## src/rtl/uart_tx_core_if.sv

```systemverilog
// Producer-side handshake bundle for uart_tx_core: valid/data offered, ready
// returned when the transmit FIFO has room.
interface uart_tx_core_if #(
  parameter int unsigned DATA_W = 8
);
  logic              tx_valid;
  logic [DATA_W-1:0] tx_data;
  logic              tx_ready;

  modport master (
    output tx_valid,
    output tx_data,
    input  tx_ready
  );

  modport slave (
    input  tx_valid,
    input  tx_data,
    output tx_ready
  );
endinterface

```

## src/rtl/uart_tx_core.sv

```systemverilog
// UART transmitter: small FIFO feeding a start/data/[parity]/stop serialiser.
// Define UART_TX_PARITY_EN to add the parity bit (odd/even chosen by parity_odd).
module uart_tx_core #(
  parameter int unsigned DATA_W       = 8,
  parameter int unsigned CLKS_PER_BIT = 16,
  parameter int unsigned STOP_BITS    = 1,
  parameter int unsigned FIFO_DEPTH   = 4
) (
  input  logic                          clk,
  input  logic                          reset,
  uart_tx_core_if.slave                 bus,
  input  logic                          parity_odd,
  output logic                          tx,
  output logic                          busy,
  output logic [$clog2(FIFO_DEPTH):0]   fifo_count
);

  localparam int unsigned AW = $clog2(FIFO_DEPTH);
  localparam int unsigned CW = AW + 1;
  localparam int unsigned BW = (CLKS_PER_BIT > 1) ? $clog2(CLKS_PER_BIT) : 1;
  localparam int unsigned IW = $clog2(DATA_W);

  localparam logic [BW-1:0] BAUD_TC  = BW'(CLKS_PER_BIT - 1);
  localparam logic [IW-1:0] LAST_BIT = IW'(DATA_W - 1);
  localparam logic [IW-1:0] LAST_STP = IW'(STOP_BITS - 1);
  localparam logic [CW-1:0] FULL     = CW'(FIFO_DEPTH);

  typedef enum logic [2:0] {
    IDLE,
    START,
    DATA,
`ifdef UART_TX_PARITY_EN
    PARITY,
`endif
    STOP
  } state_t;

  // ---------------- transmit FIFO ----------------
  logic [DATA_W-1:0] mem [FIFO_DEPTH];
  logic [AW-1:0]     wr_ptr, rd_ptr;
  logic [CW-1:0]     count;
  logic              ready_en;
  logic              push, pop;
  logic [DATA_W-1:0] head;

  assign bus.tx_ready = ready_en && (count != FULL);
  assign push         = bus.tx_valid && bus.tx_ready;
  assign head         = mem[rd_ptr];
  assign fifo_count   = count;

  always_ff @(posedge clk) begin
    if (push) mem[wr_ptr] <= bus.tx_data;
  end

  // ready_en keeps the handshake closed while reset is held and opens it on
  // the first edge after release.
  always_ff @(posedge clk or posedge reset) begin
    if (reset) begin
      wr_ptr   <= '0;
      rd_ptr   <= '0;
      count    <= '0;
      ready_en <= 1'b0;
    end else begin
      ready_en <= 1'b1;
      if (push) wr_ptr <= wr_ptr + AW'(1);
      if (pop)  rd_ptr <= rd_ptr + AW'(1);
      case ({push, pop})
        2'b10:   count <= count + CW'(1);
        2'b01:   count <= count - CW'(1);
        default: count <= count;
      endcase
    end
  end

  // ---------------- serialiser ----------------
  state_t            state, state_d;
  logic [BW-1:0]     baud, baud_d;
  logic [IW-1:0]     bit_idx, bit_idx_d;
  logic [DATA_W-1:0] shreg, shreg_d;
  logic              tx_d;
  logic              baud_tc;
  logic              fifo_nonempty;

  assign baud_tc       = (baud == BAUD_TC);
  assign fifo_nonempty = (count != '0);
  assign busy          = (state != IDLE) || fifo_nonempty;

`ifdef UART_TX_PARITY_EN
  logic par, par_d;
`else
  logic unused_parity_odd;
  assign unused_parity_odd = parity_odd;
`endif

  always_ff @(posedge clk or posedge reset) begin
    if (reset) begin
      state   <= IDLE;
      baud    <= '0;
      bit_idx <= '0;
      shreg   <= '0;
      tx      <= 1'b1;
`ifdef UART_TX_PARITY_EN
      par     <= 1'b0;
`endif
    end else begin
      state   <= state_d;
      baud    <= baud_d;
      bit_idx <= bit_idx_d;
      shreg   <= shreg_d;
      tx      <= tx_d;
`ifdef UART_TX_PARITY_EN
      par     <= par_d;
`endif
    end
  end

  always_comb begin
    state_d = state;
    pop     = 1'b0;
    unique case (state)
      IDLE: begin
        if (fifo_nonempty) begin
          state_d = START;
          pop     = 1'b1;
        end
      end
      START: begin
        if (baud_tc) state_d = DATA;
      end
      DATA: begin
        if (baud_tc && (bit_idx == LAST_BIT)) begin
`ifdef UART_TX_PARITY_EN
          state_d = PARITY;
`else
          state_d = STOP;
`endif
        end
      end
`ifdef UART_TX_PARITY_EN
      PARITY: begin
        if (baud_tc) state_d = STOP;
      end
`endif
      STOP: begin
        // Back-to-back frames: the next word is popped on the closing edge.
        if (baud_tc && (bit_idx == LAST_STP)) begin
          if (fifo_nonempty) begin
            state_d = START;
            pop     = 1'b1;
          end else begin
            state_d = IDLE;
          end
        end
      end
      default: state_d = IDLE;
    endcase
  end

  // tx is registered from the next-state view so the line changes on the
  // same edge as the state it represents.
  always_comb begin
    if ((state == IDLE) || (state_d != state) || baud_tc) baud_d = '0;
    else                                                  baud_d = baud + BW'(1);

    bit_idx_d = bit_idx;
    if (state_d != state)                                   bit_idx_d = '0;
    else if (baud_tc && ((state == DATA) || (state == STOP))) bit_idx_d = bit_idx + IW'(1);

    shreg_d = shreg;
    if (pop)                           shreg_d = head;
    else if ((state == DATA) && baud_tc) shreg_d = shreg >> 1;

`ifdef UART_TX_PARITY_EN
    par_d = pop ? ((^head) ^ parity_odd) : par;
`endif

    case (state_d)
      START:   tx_d = 1'b0;
      DATA:    tx_d = shreg_d[0];
`ifdef UART_TX_PARITY_EN
      PARITY:  tx_d = par_d;
`endif
      default: tx_d = 1'b1;
    endcase
  end

endmodule

```

## src/flat_wrapper.sv

```systemverilog
// flat-port wrapper written by rule: the top's interface ports become plain ports
module uart_tx_core_flat 
#(
  parameter int unsigned DATA_W       = 8,
  parameter int unsigned CLKS_PER_BIT = 16,
  parameter int unsigned STOP_BITS    = 1,
  parameter int unsigned FIFO_DEPTH   = 4
)
  (clk, reset, parity_odd, tx, busy, fifo_count, bus_tx_valid, bus_tx_data, bus_tx_ready);
  uart_tx_core_if #(.DATA_W(DATA_W)) bus_i ();
  input  logic clk;
  input  logic reset;
  input  logic parity_odd;
  output logic tx;
  output logic busy;
  output logic [$clog2(FIFO_DEPTH):0] fifo_count;
  input wire logic [$bits(bus_i.tx_valid)-1:0] bus_tx_valid;
  input wire logic [$bits(bus_i.tx_data)-1:0] bus_tx_data;
  output wire logic [$bits(bus_i.tx_ready)-1:0] bus_tx_ready;
  assign bus_i.tx_valid = bus_tx_valid;
  assign bus_i.tx_data = bus_tx_data;
  assign bus_tx_ready = bus_i.tx_ready;
  uart_tx_core #(.DATA_W(DATA_W), .CLKS_PER_BIT(CLKS_PER_BIT), .STOP_BITS(STOP_BITS), .FIFO_DEPTH(FIFO_DEPTH)) u_core (.clk(clk), .reset(reset), .bus(bus_i), .parity_odd(parity_odd), .tx(tx), .busy(busy), .fifo_count(fifo_count));
endmodule
```

## config.mk

```make
export PLATFORM = sky130hd
export DESIGN_NAME = uart_tx_core_flat
export DESIGN_NICKNAME = d
export VERILOG_FILES = /design/src/rtl/uart_tx_core_if.sv /design/src/rtl/uart_tx_core.sv /design/src/flat_wrapper.sv
export SDC_FILE = /design/constraint.sdc
export NUM_CORES = 1
export LEC_CHECK = 0
export BUFFER_PORTS_ARGS = -buffer_cell sky130_fd_sc_hd__clkbuf_2
export CORE_MARGIN = 1.5
export CORE_UTILIZATION = 43
export CTS_CLUSTER_SIZE = 10
export DETAILED_ROUTE_END_ITERATION = 10
export PLACE_DENSITY = 0.68
export SLEW_MARGIN = 10
export SYNTH_ARGS = -nofsm -noshare
export SYNTH_HDL_FRONTEND = slang
export SYNTH_SLANG_ARGS = --single-unit
```

## constraint.sdc

```tcl
create_clock -name clk -period 3.99 [get_ports clk]
set_input_delay 0.1995 -clock clk [delete_from_list [all_inputs] [get_ports clk]]
set_output_delay 0.1995 -clock clk [all_outputs]
set_load 0.02 [all_outputs]
```

==> impl_metrics.toml <==
[worst_setup_path]
crit_chain = "ha_1, and4_4, a41oi_4, or2_1, inv_1, ha_1, fa_1, xnor2_1, nor2_1, xor2_1"
critical_setup_path_kind = "register to register"
critical-path-slowest-cell = "or2_1"
slowest_delay_ns = 0.42
worst_r2r_path_depth = 10
start_kind = "register"
cp_data_arrival_time_ns = 2.99
critPathRequiredTime_ns = 4.21
r2r_start = "u_core.baud[0]"
critPathMaxFanout = 10
crit_path_frequent_cell = "ha_1"
worst_r2r_endpoint = "u_core.fifo_count[2]"
setup.reg_to_reg.worst_slack_ns = 1.22
critPathCaptureType = "register"

[hold_path]
worstHoldPathCells = 1
hold_path_class = "primary input to register"
timing.hold.worst_endpoint = "u_core.mem[1][5]"
hold_start = "bus_tx_data[5]"

[synthesis]
synthesis.nets = 206
synth-async-reset-ratio_pct = 45.8
synth_seq_cells = 59
synth.cell_area_mm2 = 0.00266
synth_largest_area_cell = "edfxtp_1"
synth_largest_type_area_fraction_pct = 36.1
seq_area_frac_synth_pct = 61.5
synth_flop_cell = "edfxtp_1"
yosys.cell_types.count = 43
synth_edf_count = 32
synth.top_cells.by_area = "edfxtp_1 (36%), dfrtp_1 (24%), mux4_2 (6.8%)"
syn_avg_cell_area_um2 = 14.5
syn-instance-count = 184
synthesis.yosys.warnings = 0

[pwr]
vdd_ir_drop_max_v = 0.000317
cellPowerDensity_mw_per_mm2 = 600
reported_leakage_power_nw = 1.22

[timing]
setup-tns-final_ns = 0
final.setup_skew_ns = 0.00845
tightest_slew_ns = 1.05
worst_rel_slew_slack_pct = 30.0
final.period_utilization_pct = 69.5
grt_setup_unrepaired = "false"
report.final.hold_viol_count = 0
timing.final.max_slew_violations = 0
setup-violations-final = 0
minimum_clock_period_after_layout_ns = 2.77
fin_worst_setup_slack_ns = 1.22
achievable-frequency_ghz = 0.361

[clock_network]
cts_buffers = 9
clk_path_buf_depth = 2
cts-resized-gates = 0
ctsHtreeMaxLevel = 3
cts_tree = "built"
cts_root_buffer = "clkbuf_8"
post-cts-setup-buffers = 0
insertion_delay_ns = 0.33
clk_pin_slew_worst_setup_hold_paths_ns = 0.07
cts_sinks = 59
holdBufCountCts = 0

[floorplan]
initial_utilization_pct = 44.7
die_width_um = 81.7
core_area_mm2 = 0.00596
number_of_core_rows = 28
io_pins = 18
die-area_mm2 = 0.00667
die_h_um = 81.7

[layout]
postLayoutCoreUtil_pct = 49.7
most-common-layout-cells = "edfxtp_1 (32), dfrtp_1 (26), inv_1 (24)"
number_of_antenna_diodes = 0
post_route_cells_drive_above_1_share_pct = 24.6
n_fill_cell = 514
area_delta_synth_final_pct = 11.1
final_net_count = 228
layout_commonest_cell = "edfxtp_1"

[global_route]
global_route.overflow_total = 0
first_global_vias = 1439
global_route_wire_length_before_repair_mm = 7.14
grt_util_all_layers_pct = 15.1
grt_start_max_net_pins = 28
antenna_violations_before_repair = 0

[placement]
post-dp-hpwl_mm = 2.90
gp_congestion = 0.744
pre_cts_slack_ns = 1.21
buffer_ports.inserted = 16

[detailed_routing]
finalWirelength_mm = 4.20
drt_first_iter_violations = 82
first_pass_iters = 5
wire_per_inst_um = 14.7
dr_total_vias = 1419
detail_route.drc_violations = 0
vias_per_cell = 4.96
route.antenna.remaining_nets = 0

[job]
maxCapViolCount = 0

[outcome]
run_status = "finished clean"
synth_stat cells, types with 2 or more instances:
cell type	count
a21oi_1	3
nand3_1	2
nor2_1	8
mux4_2	8
o221ai_1	6
or2_2	2
mux2i_1	3
xnor2_1	6
nor3_1	3
and3_1	5
ha_1	9
mux2_2	3
xor2_1	3
dfrtp_1	26
or3_1	2
buf_6	3
inv_1	24
conb_1	2
edfxtp_1	32
mux2_4	2
and2_1	2
o21ai_0	2
nand2_1	8
power by group:
part	leakage [nW]	internal, W	total (W)	switching (W)
clock	0.0818	0.000227	0.000478	0.000251
combinational	0.515	0.000226	0.000417	0.000192
sequential	0.627	0.000766	0.000880	0.000114
total	1.22	0.00122	0.00178	0.000556
layout make-up:
class	instances	area, um^2	area share (%)
clock buffers	9	124	4.19
clock inverters	7	53.8	1.82
inverters	24	90.1	3.05
multi-input cells	96	878	29.7
flip-flops and latches	59	1640	55.4
well taps	75	93.8	3.17
repair buffers	16	80.1	2.71
worst max-delay path by stage:
| stage | start | endpoint | depth (start not counted) |
|---|---|---|---|
| after floorplan | u_core.fifo_count[0] | u_core.fifo_count[2] | 9 |
| after global placement | u_core.baud[0] | u_core.fifo_count[2] | 10 |
| after detailed placement | u_core.baud[0] | u_core.fifo_count[2] | 10 |
| after CTS | u_core.baud[0] | u_core.fifo_count[2] | 10 |
| after global routing | u_core.baud[0] | u_core.fifo_count[2] | 10 |
| final | u_core.baud[0] | u_core.fifo_count[2] | 10 |
cell families (layout without fill, tap and decap cells):
logic type      Yosys count  in the layout  synth area share, %
fa+ha+maj                10             10                 4.98
xor+xnor                  9              9                 2.96
mux                      16             16                 10.3
simple gates             38             38                 7.71
compound gates           21             21                 6.77
buf+inv                  29             56                 5.45
other cells               2              2                0.282
flops                    59             59                 61.5
per-layer routing:
| layer | share of wire (%) | wire (um) | track usage, % | vias to the layer above |
|---|---|---|---|---|
| met5 | 0 | 0 | 0 | - |
| li1 | - | - | - | 707 |
| met3 | 3.0 | 126 | 6.11 | 6 |
| met2 | 47 | 1980 | 21.7 | 25 |
| met1 | 48 | 2020 | 20.0 | 681 |
| met4 | 1.7 | 73 | 6.78 | 0 |
flip-flops by register name, summed over array words and instances, names as in the netlist, 2 cells and up:
name,cells
u_core.baud,4
u_core.bit_idx,3
u_core.fifo_count,3
u_core.mem,32
u_core.rd_ptr,2
u_core.shreg,8
u_core.state,3
u_core.wr_ptr,2
through the flow:
| stage | hold WS, ns | cell area (um^2) | instances | power, W |
|---|---|---|---|---|
| CTS | 0.0633 | 2960 | 286 | 0.00180 |
| detailed placement | 0.422 | 2780 | 270 | 0.00132 |
| finish | 0.0796 | 2960 | 286 | 0.00178 |
| floorplan | 0.251 | 2660 | 184 | 0.00123 |
| global route | 0.0610 | 2960 | 286 | 0.00189 |
| global placement | 0.418 | 2780 | 270 | 0.00131 |
critical path, delay by kind of cell (launching register included):
kind / cells / cell delay, ns
AND/OR/NAND/NOR: 3 / 0.73
adder cells (fa/ha/maj): 3 / 0.89
flip-flops: 1 / 0.40
AO/OA/AOI/OAI: 1 / 0.25
XOR/XNOR: 2 / 0.30
buffers and inverters: 1 / 0.09
Note: power is estimated with default switching activity, not from simulation.
